### config.mk
export PLATFORM = sky130hd
export DESIGN_NAME = prog_loader
export DESIGN_NICKNAME = d
export VERILOG_FILES = /design/src/rtl/prog_loader_pkg.sv /design/src/rtl/uart_rx_byte.sv /design/src/rtl/prog_loader.sv
export SDC_FILE = /design/constraint.sdc
export NUM_CORES = 1
export LEC_CHECK = 0
export CAP_MARGIN = 15
export CORE_MARGIN = 1.5
export CORE_UTILIZATION = 60
export CTS_BUF_LIST = sky130_fd_sc_hd__clkbuf_2
export DETAILED_ROUTE_END_ITERATION = 7
export GPL_TIMING_DRIVEN = 0
export PLACE_DENSITY = 0.83
export SLEW_MARGIN = 25
export SYNTH_ARGS = -nofsm -noshare
export SYNTH_HDL_FRONTEND = slang
export SYNTH_SLANG_ARGS = --single-unit
### constraint.sdc
create_clock -name sys_clk -period 3.1 [get_ports sys_clk]
set_input_delay 0.62 -clock sys_clk [delete_from_list [all_inputs] [get_ports sys_clk]]
set_output_delay 0.62 -clock sys_clk [all_outputs]
set_load 0.01 [all_outputs]
### src/rtl/prog_loader_pkg.sv
// Shared types and constants for the serial program loader.
package prog_loader_pkg;

    typedef enum logic [1:0] {RX_IDLE, RX_START, RX_DATA, RX_STOP} rx_state_e;

    localparam int unsigned WORD_BYTES = 4;

endpackage

### src/rtl/uart_rx_byte.sv
// 8N1 UART byte receiver: input synchronizer, baud counter and receive FSM.
module uart_rx_byte
    import prog_loader_pkg::*;
#(
    parameter int unsigned ClksPerBit = 16
) (
    input  logic       clk_i,
    input  logic       rst_ni,
    input  logic       rx_i,
    output logic [7:0] byte_o,
    output logic       byte_valid_o,
    output logic       frame_err_o,
    output logic       start_o,
    output logic       busy_o
);

    localparam int unsigned CntW = $clog2(ClksPerBit);
    localparam logic [CntW-1:0] FullCnt = CntW'(ClksPerBit - 1);
    localparam logic [CntW-1:0] HalfCnt = CntW'(ClksPerBit / 2 - 1);

    logic            rx_meta_q, rx_sync_q;
    rx_state_e       state_q, state_d;
    logic [CntW-1:0] cnt_q, cnt_d;
    logic [2:0]      bit_idx_q, bit_idx_d;
    logic [7:0]      shift_q, shift_d;

    always_ff @(posedge clk_i or negedge rst_ni) begin
        if (!rst_ni) begin
            rx_meta_q <= 1'b1;
            rx_sync_q <= 1'b1;
            state_q   <= RX_IDLE;
            cnt_q     <= '0;
            bit_idx_q <= '0;
            shift_q   <= '0;
        end else begin
            rx_meta_q <= rx_i;
            rx_sync_q <= rx_meta_q;
            state_q   <= state_d;
            cnt_q     <= cnt_d;
            bit_idx_q <= bit_idx_d;
            shift_q   <= shift_d;
        end
    end

    always_comb begin
        state_d      = state_q;
        cnt_d        = cnt_q;
        bit_idx_d    = bit_idx_q;
        shift_d      = shift_q;
        byte_valid_o = 1'b0;
        frame_err_o  = 1'b0;
        start_o      = 1'b0;
        unique case (state_q)
            RX_IDLE: begin
                cnt_d = '0;
                if (!rx_sync_q) state_d = RX_START;
            end
            RX_START: begin
                if (cnt_q == HalfCnt) begin
                    cnt_d     = '0;
                    bit_idx_d = '0;
                    // A start bit that is gone by mid-bit was a glitch
                    if (!rx_sync_q) begin
                        state_d = RX_DATA;
                        start_o = 1'b1;
                    end else begin
                        state_d = RX_IDLE;
                    end
                end else begin
                    cnt_d = cnt_q + 1'b1;
                end
            end
            RX_DATA: begin
                if (cnt_q == FullCnt) begin
                    cnt_d     = '0;
                    shift_d   = {rx_sync_q, shift_q[7:1]};
                    bit_idx_d = bit_idx_q + 3'd1;
                    if (bit_idx_q == 3'd7) state_d = RX_STOP;
                end else begin
                    cnt_d = cnt_q + 1'b1;
                end
            end
            RX_STOP: begin
                if (cnt_q == FullCnt) begin
                    cnt_d   = '0;
                    state_d = RX_IDLE;
                    if (rx_sync_q) byte_valid_o = 1'b1;
                    else           frame_err_o  = 1'b1;
                end else begin
                    cnt_d = cnt_q + 1'b1;
                end
            end
            default: state_d = RX_IDLE;
        endcase
    end

    assign byte_o = shift_q;
    assign busy_o = (state_q != RX_IDLE);

endmodule

### src/rtl/prog_loader.sv
// Serial program loader: packs UART bytes into 32-bit words and writes them
// into instruction memory, flagging image progress, completion and errors.
module prog_loader
    import prog_loader_pkg::*;
#(
    parameter int unsigned CLK_HZ       = 50000000,
    parameter int unsigned BAUD         = 115200,
    parameter int unsigned MEM_SIZE     = 64,
    parameter int unsigned TIMEOUT_BITS = 32
) (
    input  logic        sys_clk,
    input  logic        sys_rst,
    input  logic        uart_rx,
    output logic        wr_en,
    output logic [31:0] wr_addr,
    output logic [31:0] wr_data,
    output logic        loading,
    output logic        done,
    output logic        err
);

    localparam int unsigned ClksPerBit = CLK_HZ / BAUD;
    localparam int unsigned CntW       = $clog2(ClksPerBit);
    localparam int unsigned TmoW       = $clog2(TIMEOUT_BITS + 1);
    localparam logic [CntW-1:0] BitEnd   = CntW'(ClksPerBit - 1);
    localparam logic [TmoW-1:0] TmoLast  = TmoW'(TIMEOUT_BITS - 1);
    localparam logic [31:0]     LastAddr = 32'(MEM_SIZE - WORD_BYTES);

    logic [7:0] rx_byte;
    logic       rx_valid, rx_frame_err, rx_start, rx_busy;

    uart_rx_byte #(
        .ClksPerBit (ClksPerBit)
    ) u_rx (
        .clk_i        (sys_clk),
        .rst_ni       (sys_rst),
        .rx_i         (uart_rx),
        .byte_o       (rx_byte),
        .byte_valid_o (rx_valid),
        .frame_err_o  (rx_frame_err),
        .start_o      (rx_start),
        .busy_o       (rx_busy)
    );

    logic [1:0]      byte_idx_q, byte_idx_d;
    logic [23:0]     buf_q, buf_d;
    logic [31:0]     addr_q, addr_d;
    logic            wr_en_q, wr_en_d;
    logic [31:0]     wr_addr_q, wr_addr_d;
    logic [31:0]     wr_data_q, wr_data_d;
    logic            loading_q, loading_d;
    logic            done_q, done_d;
    logic            err_q, err_d;
    logic [CntW-1:0] tmo_cnt_q, tmo_cnt_d;
    logic [TmoW-1:0] tmo_bits_q, tmo_bits_d;

    always_ff @(posedge sys_clk or negedge sys_rst) begin
        if (!sys_rst) begin
            byte_idx_q <= '0;
            buf_q      <= '0;
            addr_q     <= '0;
            wr_en_q    <= 1'b0;
            wr_addr_q  <= '0;
            wr_data_q  <= '0;
            loading_q  <= 1'b0;
            done_q     <= 1'b0;
            err_q      <= 1'b0;
            tmo_cnt_q  <= '0;
            tmo_bits_q <= '0;
        end else begin
            byte_idx_q <= byte_idx_d;
            buf_q      <= buf_d;
            addr_q     <= addr_d;
            wr_en_q    <= wr_en_d;
            wr_addr_q  <= wr_addr_d;
            wr_data_q  <= wr_data_d;
            loading_q  <= loading_d;
            done_q     <= done_d;
            err_q      <= err_d;
            tmo_cnt_q  <= tmo_cnt_d;
            tmo_bits_q <= tmo_bits_d;
        end
    end

    always_comb begin
        byte_idx_d = byte_idx_q;
        buf_d      = buf_q;
        addr_d     = addr_q;
        wr_en_d    = 1'b0;
        wr_addr_d  = wr_addr_q;
        wr_data_d  = wr_data_q;
        loading_d  = loading_q;
        done_d     = 1'b0;
        err_d      = err_q;
        tmo_cnt_d  = '0;
        tmo_bits_d = '0;

        // Loading drops the cycle after the final write's done pulse
        if (done_q) loading_d = 1'b0;

        // Idle bit-time counter; any receiver activity restarts it
        if (loading_q && !rx_busy) begin
            tmo_bits_d = tmo_bits_q;
            if (tmo_cnt_q == BitEnd) begin
                if (tmo_bits_q == TmoLast) begin
                    tmo_bits_d = '0;
                    byte_idx_d = '0;
                    addr_d     = '0;
                    loading_d  = 1'b0;
                    err_d      = 1'b1;
                end else begin
                    tmo_bits_d = tmo_bits_q + 1'b1;
                end
            end else begin
                tmo_cnt_d = tmo_cnt_q + 1'b1;
            end
        end

        if (rx_start)     err_d = 1'b0;
        if (rx_frame_err) err_d = 1'b1;

        if (rx_valid) begin
            loading_d  = 1'b1;
            err_d      = 1'b0;
            byte_idx_d = byte_idx_q + 2'd1;
            unique case (byte_idx_q)
                2'd0: buf_d[7:0]   = rx_byte;
                2'd1: buf_d[15:8]  = rx_byte;
                2'd2: buf_d[23:16] = rx_byte;
                2'd3: begin
                    wr_en_d   = 1'b1;
                    wr_addr_d = addr_q;
                    wr_data_d = {rx_byte, buf_q};
                    if (addr_q == LastAddr) begin
                        done_d = 1'b1;
                        addr_d = '0;
                    end else begin
                        addr_d = addr_q + 32'd4;
                    end
                end
                default: ;
            endcase
        end
    end

    assign wr_en   = wr_en_q;
    assign wr_addr = wr_addr_q;
    assign wr_data = wr_data_q;
    assign loading = loading_q;
    assign done    = done_q;
    assign err     = err_q;

endmodule

After elaboration in Yosys (flattened, before gate mapping)
Cells that the tools add are included.
{"block": "classes", "n_addsub": 6, "eq_ne": 18, "n_mux": 52, "reduce_logical": 22}
{"op": "32-bit two-way mux", "n": 6}
{"op": "9-bit two-way mux", "n": 4}
{"op": "32-bit by 3-bit adder with 32-bit output, second input constant", "n": 1}
{"op": "32-bit by 6-bit == test with 1-bit output, second input constant", "n": 1}
{"op": "9-bit one-hot mux with 3 select lines", "n": 1}
{"op": "1-bit two-way mux", "n": 24}
{"op": "2-bit two-way mux", "n": 10}
{"op": "9-bit by 1-bit adder with 9-bit output, second input constant", "n": 2}
{"op": "9-bit == test, second input constant", "n": 2}
{"op": "6-bit two-way mux", "n": 3}
{"op": "4-bit nonzero test", "n": 3}
{"op": "2-bit by 1-bit inequality test with 1-bit output, second input constant", "n": 5}
{"op": "2-bit AND reduction", "n": 5}
{"op": "2-bit nonzero test", "n": 5}
{"op": "9-bit by 8-bit == test with 1-bit output, second input constant", "n": 1}
{"op": "3-bit AND reduction", "n": 3}
{"op": "2-bit == test, second input constant", "n": 4}
{"op": "2-bit one-hot mux with 4 select lines", "n": 1}
{"op": "6-bit by 1-bit adder with 6-bit output, second input constant", "n": 1}
{"op": "6-bit by 5-bit == test with 1-bit output, second input constant", "n": 1}
{"op": "3-bit two-way mux", "n": 2}
{"op": "3-bit one-hot mux with 2 select lines", "n": 1}
{"op": "5-bit AND reduction", "n": 1}
{"op": "2-bit by 1-bit == test with 1-bit output, second input constant", "n": 2}
{"op": "8 further kinds", "n": 9}
{"block": "totals", "regBits": 165, "input_bits": 3, "out_inout_bits": 68, "elab_cells": 117}

Depth between registers and ports, before layout
{"block": "logic_depth", "word_depth": 7, "depth_mapped": 10, "depth_no_buf": 7}

Modules after synthesis
Synthesis repeated with hierarchy kept, for this count alone.
{"block": "unflattened", "cells_unflattened": 724, "hier_area_um2": 7257.0}
{"mod": "prog_loader", "instances": 1, "cells_each": 623, "area_per_inst_um2": 6065.8, "seq_area_each_um2": 3528.4}
{"mod": "uart_rx_byte", "instances": 1, "cells_each": 101, "area_per_inst_um2": 1191.1, "seq_area_each_um2": 603.1}

Worst setup path before layout
No wires, ideal clock.
{"block": "synth_path", "path_kind": "flip-flop to flip-flop", "startpoint": "register u_rx.cnt_q[0]", "endpoint": "register u_rx.state_q[0]", "setup_time_ns": 0.125, "arrival_time_ns": 1.982, "t_required_ns": 2.975, "setup_slack_ns": 0.994, "path_stages_with_launch": 8, "n_path_buf": 1, "period_less_slack_ns": 2.106, "path_cell_list": "dfrtp_1 > inv_1 > ha_1 > or4b_2 > nor3_1 > o22a_1 > buf_4 > mux2_2"}
{"block": "synth_via", "elab_chain_cells": 3, "elab_cells_between_ends": 6, "cone_classes": "eq/ne (5); reduce/logical (1)"}
{"element": "start, declared", "line_no": "uart_rx_byte.sv:23", "text": "logic [CntW-1:0] cnt_q, cnt_d;"}
{"element": "start signal, assigned", "line_no": "uart_rx_byte.sv:39", "text": "cnt_q <= cnt_d;"}
{"element": "9-bit == test or 9-bit by 8-bit == test with 1-bit output (tied branches)", "line_no": "uart_rx_byte.sv:74, uart_rx_byte.sv:84, uart_rx_byte.sv:59"}
{"element": "2-bit by 1-bit inequality test with 1-bit output (no source line)"}
{"element": "5-bit AND reduction (no source line) *"}
{"element": "end signal, assigned", "line_no": "uart_rx_byte.sv:38", "text": "state_q <= state_d;"}
{"element": "end, declared", "line_no": "uart_rx_byte.sv:22", "text": "rx_state_e state_q, state_d;"}
Mark *: on every way between the ends. The rest lies on a longest branch, timed or not.
A chain may end at the register's enable or synchronous reset.

Final worst setup path
{"block": "layout_path", "startpoint": "register addr_q[3]", "endpoint": "register addr_q[28]"}
{"block": "layout_via", "elab_chain_cells": 4, "elab_cells_between_ends": 5, "cone_classes": "add/sub (1); eq/ne (1); mux (3)"}
{"element": "start, declared", "line_no": "prog_loader.sv:47", "text": "logic [31:0] addr_q, addr_d;"}
{"element": "start signal, assigned", "line_no": "prog_loader.sv:73", "text": "addr_q <= addr_d;"}
{"element": "32-bit by 3-bit adder with 32-bit output or 32-bit by 6-bit == test with 1-bit output (tied branches)", "line_no": "prog_loader.sv:138, prog_loader.sv:134"}
{"element": "32-bit two-way mux *", "line_no": "prog_loader.sv:134", "text": "if (addr_q == LastAddr) begin"}
{"element": "32-bit two-way mux *", "line_no": "prog_loader.sv:126", "text": "unique case (byte_idx_q)"}
{"element": "32-bit two-way mux *", "line_no": "prog_loader.sv:122", "text": "if (rx_valid) begin"}
{"element": "net addr_d[28]", "line_no": "prog_loader.sv:47"}
The timed path passes the listed nets; every way through them passes the cells marked *.

==> impl_metrics.csv <==
group,metric,value,unit
status,status,"complete, no violations",
placement,place_area,8190,um2
sta,tightest_slew,700,ps
synth,synth_area_per_cell,9.97,um2
routing,via_count,5697,
sta,whs,243,ps
sta,max_freq,378,MHz
power,ir_drop,0.207,mV
sta,fin_crit,2650,ps
hold_path,hold_path_class,"in -> reg",
clocking,cts_buffer_depth,2,
synth,yosys-top-cells-area,"dfrtp_1 56%, nand2_1 10%, mux2_2 5.1%",
setup_path,cp_data_arrival_time,3310,ps
placement,dp_hpwl,11600,um
global_route,grt_pass1_wl,27400,um
synth,syn_area,7280,um2
global_route,track_usage,0.274,
floorplanning,dieArea,12800,um2
routing,met3_length,779,um
routing,drt_pass1_iterations,8,
routing,wl_met1,7140,um
routing,routed-wl-met2,7900,um
placement,place_ws,482,ps
floorplanning,io_pins,71,
power,p_leak,4.03,nW
job,max-cap-violations,0,
synth,mappedNetlistNets,746,
routing,routed_wl,16300,um
clocking,path_clk_slew,260,ps
floorplanning,die_w,113,um
sta,setup_viol,0,
synth,synth_edf_count,0,
global_route,grt_overflow,0,
routing,drt_iter0_drc,480,
clocking,numCtsBuffers,17,
clocking,cts_tree,"done",
global_route,antenna_found_initial,0,
final_layout,fin_cells,981,
synth,synth-seq-area-share,0.568,
final_layout,area_growth,15.7,%
routing,topRoutingLayerUsed,"met4",
clocking,h-tree-depth,4,
floorplanning,start_util,0.611,
setup_path,critPathRequiredTime,3770,ps
sta,hold_viol_final,0,
floorplanning,num_rows,40,
global_route,grt_max_degree,93,
routing,via_per_inst,5.81,
sta,timing.setup.tns,0,ps
final_layout,drive_gt1_frac,0.107,
power,finalPower,3.28,mW
synth,syn_inst,730,
synth,async_reset_ff_frac,1.00,
global_route,grt_pass1_vias,5736,
sta,finalCritPeriodShare,0.853,
hold_path,min_path_cells,1,
synth,synth_top_cell_area_share,0.561,
clocking,cts.sinks,165,
routing,avgRoutedWirePerCell,16.6,um
sta,fin_skew,45.9,ps
setup_path,worstSetupEndpointType,"register",
sta,maxSlewViolCount,0,
clocking,cts_setup_buffers,0,
setup_path,critPathMaxFanout,10,
synth,synth.distinct_cells,50,
routing,drc,0,
clocking,worstSkewPairLatency,760,ps
sta,rsz0062_at_grt,"no",
synth,yosysTopAreaCell,"dfrtp_1",
setup_path,worstSetupPathType,"reg -> reg",
setup_path,cp-start-kind,"register",
final_layout,design_area,8420,um2
setup_path,rr_worst_depth,7,
final_layout,fin_util,0.707,
synth,yosys_most_used_dff,"dfrtp_1",
floorplanning,fp.dieH,113,um
placement,numPortBuffers,70,
synth,yosysWarnings,0,
floorplanning,coreArea,11900,um2
clocking,clock-root-buffer,"clkbuf_2",
final_layout,antennaDiodeCount,0,
final_layout,nNetsFinal,837,
placement,gp_congestion,0.887,
placement,dp_cells,948,
sta,relSlewSlack,0.530,
sta,setup_ws,455,ps
power,powerDensity,389,nW/um2
synth,synth-seq-cells,165,
routing,postRouteAntennaNets,0,
==> sequential cells by signal, indices dropped and copies added, names as in the netlist, named ones only <==
name	cells
wr_en	1
tmo_bits_q	6
loading	1
u_rx.byte_o	8
u_rx.cnt_q	9
tmo_cnt_q	9
wr_data	32
wr_addr	32
done	1
addr_q	32
u_rx.state_q	1
byte_idx_q	2
buf_q	24
err	1
u_rx.bit_idx_q	3
u_rx.rx_meta_q	1
u_rx.rx_sync_q	1
==> power by group <==
group          total, mW  internal, mW  leakage [nW]  switching (mW)
Combinational     0.0500       0.00797          1.61          0.0421
Clock               1.07         0.294         0.130           0.774
Sequential          2.16          2.16          2.28         0.00130
Total               3.28          2.46          4.03           0.818
==> per-layer routing <==
layer  track usage  vias to the layer above
li1              -                     2671
met1         0.359                     2777
met2         0.448                      208
met3        0.0514                       41
met4         0.124                        0
met5             0                        -
==> cells by family (layout without fill, tap and decap cells) <==
family	Yosys count	in the layout	synth area share
AND/OR/NAND/NOR	351	351	0.225
multiplexers	37	37	0.0566
AO/OA/AOI/OAI	87	87	0.0710
adder cells (fa/ha/maj)	13	13	0.0224
XOR/XNOR	17	17	0.0205
buffers and inverters	60	164	0.0370
flip-flops	165	165	0.568
==> what timing repair did <==
| action | in CTS | in global routing |
|---|---|---|
| hold buffers | 1 | 0 |
| hold endpoints to repair | 73 | 0 |
| gates resized for setup | 0 | 0 |
==> worst paths after layout <==
path	startpoint	endpoint	slack (ps)
max in group asynchronous	sys_rst	u_rx.rx_sync_q	1890
setup / recovery	addr_q[3]	addr_q[28]	450
hold reg to reg	u_rx.rx_meta_q	u_rx.rx_sync_q	390
hold / removal	uart_rx	u_rx.rx_meta_q	240
setup reg to reg	addr_q[3]	addr_q[28]	450
min in group asynchronous	sys_rst	wr_data[14]	390
==> cell type report <==
cell class	count	area, um2
multi-input combinational	505	2880
clock inverter	15	129
sequential	165	4130
clock buffer	17	85.1
timing repair buffer	72	743
buffer	31	160
fill	897	3490
inverter	29	109
tap	147	184
==> cells in the final DEF, fill, tap and decap left out, types with 3 or more instances in the layout <==
master,synthesis,routed
mux2_2,33,33
buf_6,3,3
buf_2,8,8
clkbuf_2,0,17
or4_1,6,6
a21oi_1,29,29
nor3_1,10,10
clkdlybuf4s50_1,0,69
nand3_1,37,37
o22ai_1,3,3
xor2_1,9,9
nor2b_1,3,3
a22o_1,3,3
o21ai_0,26,26
mux2i_1,4,4
xnor2_1,8,8
clkinv_2,0,3
nor4_1,8,8
dfrtp_1,163,163
nor2_1,32,32
o211ai_1,5,5
and3_1,7,7
and2_1,4,4
ha_1,13,13
nand4_1,13,13
nand2_1,198,198
buf_4,3,3
and4_1,5,5
clkinv_4,0,3
inv_6,0,4
o21ai_1,7,7
a31oi_1,4,4
inv_1,29,29
or3_1,17,17
clkbuf_1,17,17
==> worst max-delay path, stage by stage, from the launching register on <==
cell	delay [ps]
dfrtp_1	490
ha_1	220
nand3_1	180
or4_4	490
o311ai_4	450
clkbuf_1	450
nor3_1	110
o21bai_1	170
==> synthesized netlist by cell type (2+ instances only) <==
cell and n:
mux2i_1 4, nor2_1 32, o22ai_1 3, or4_1 6
xor2_1 9, and2_1 4, o21ai_1 7, xnor2_1 8
clkbuf_1 17, nand4_1 13, o211ai_1 5, buf_6 3
mux2_2 33, nand2_1 198, a21oi_1 29, inv_1 29
buf_2 8, or3_1 17, o21ai_0 26, nor3_1 10
nor4_1 8, dfstp_2 2, o21a_1 2, ha_1 13
buf_4 3, o21bai_1 2, nor2b_1 3, a22o_1 3
and4_1 5, dfrtp_1 163, and3_1 7, a31oi_1 4
nand3_1 37
(Power assumes the default switching activity.)
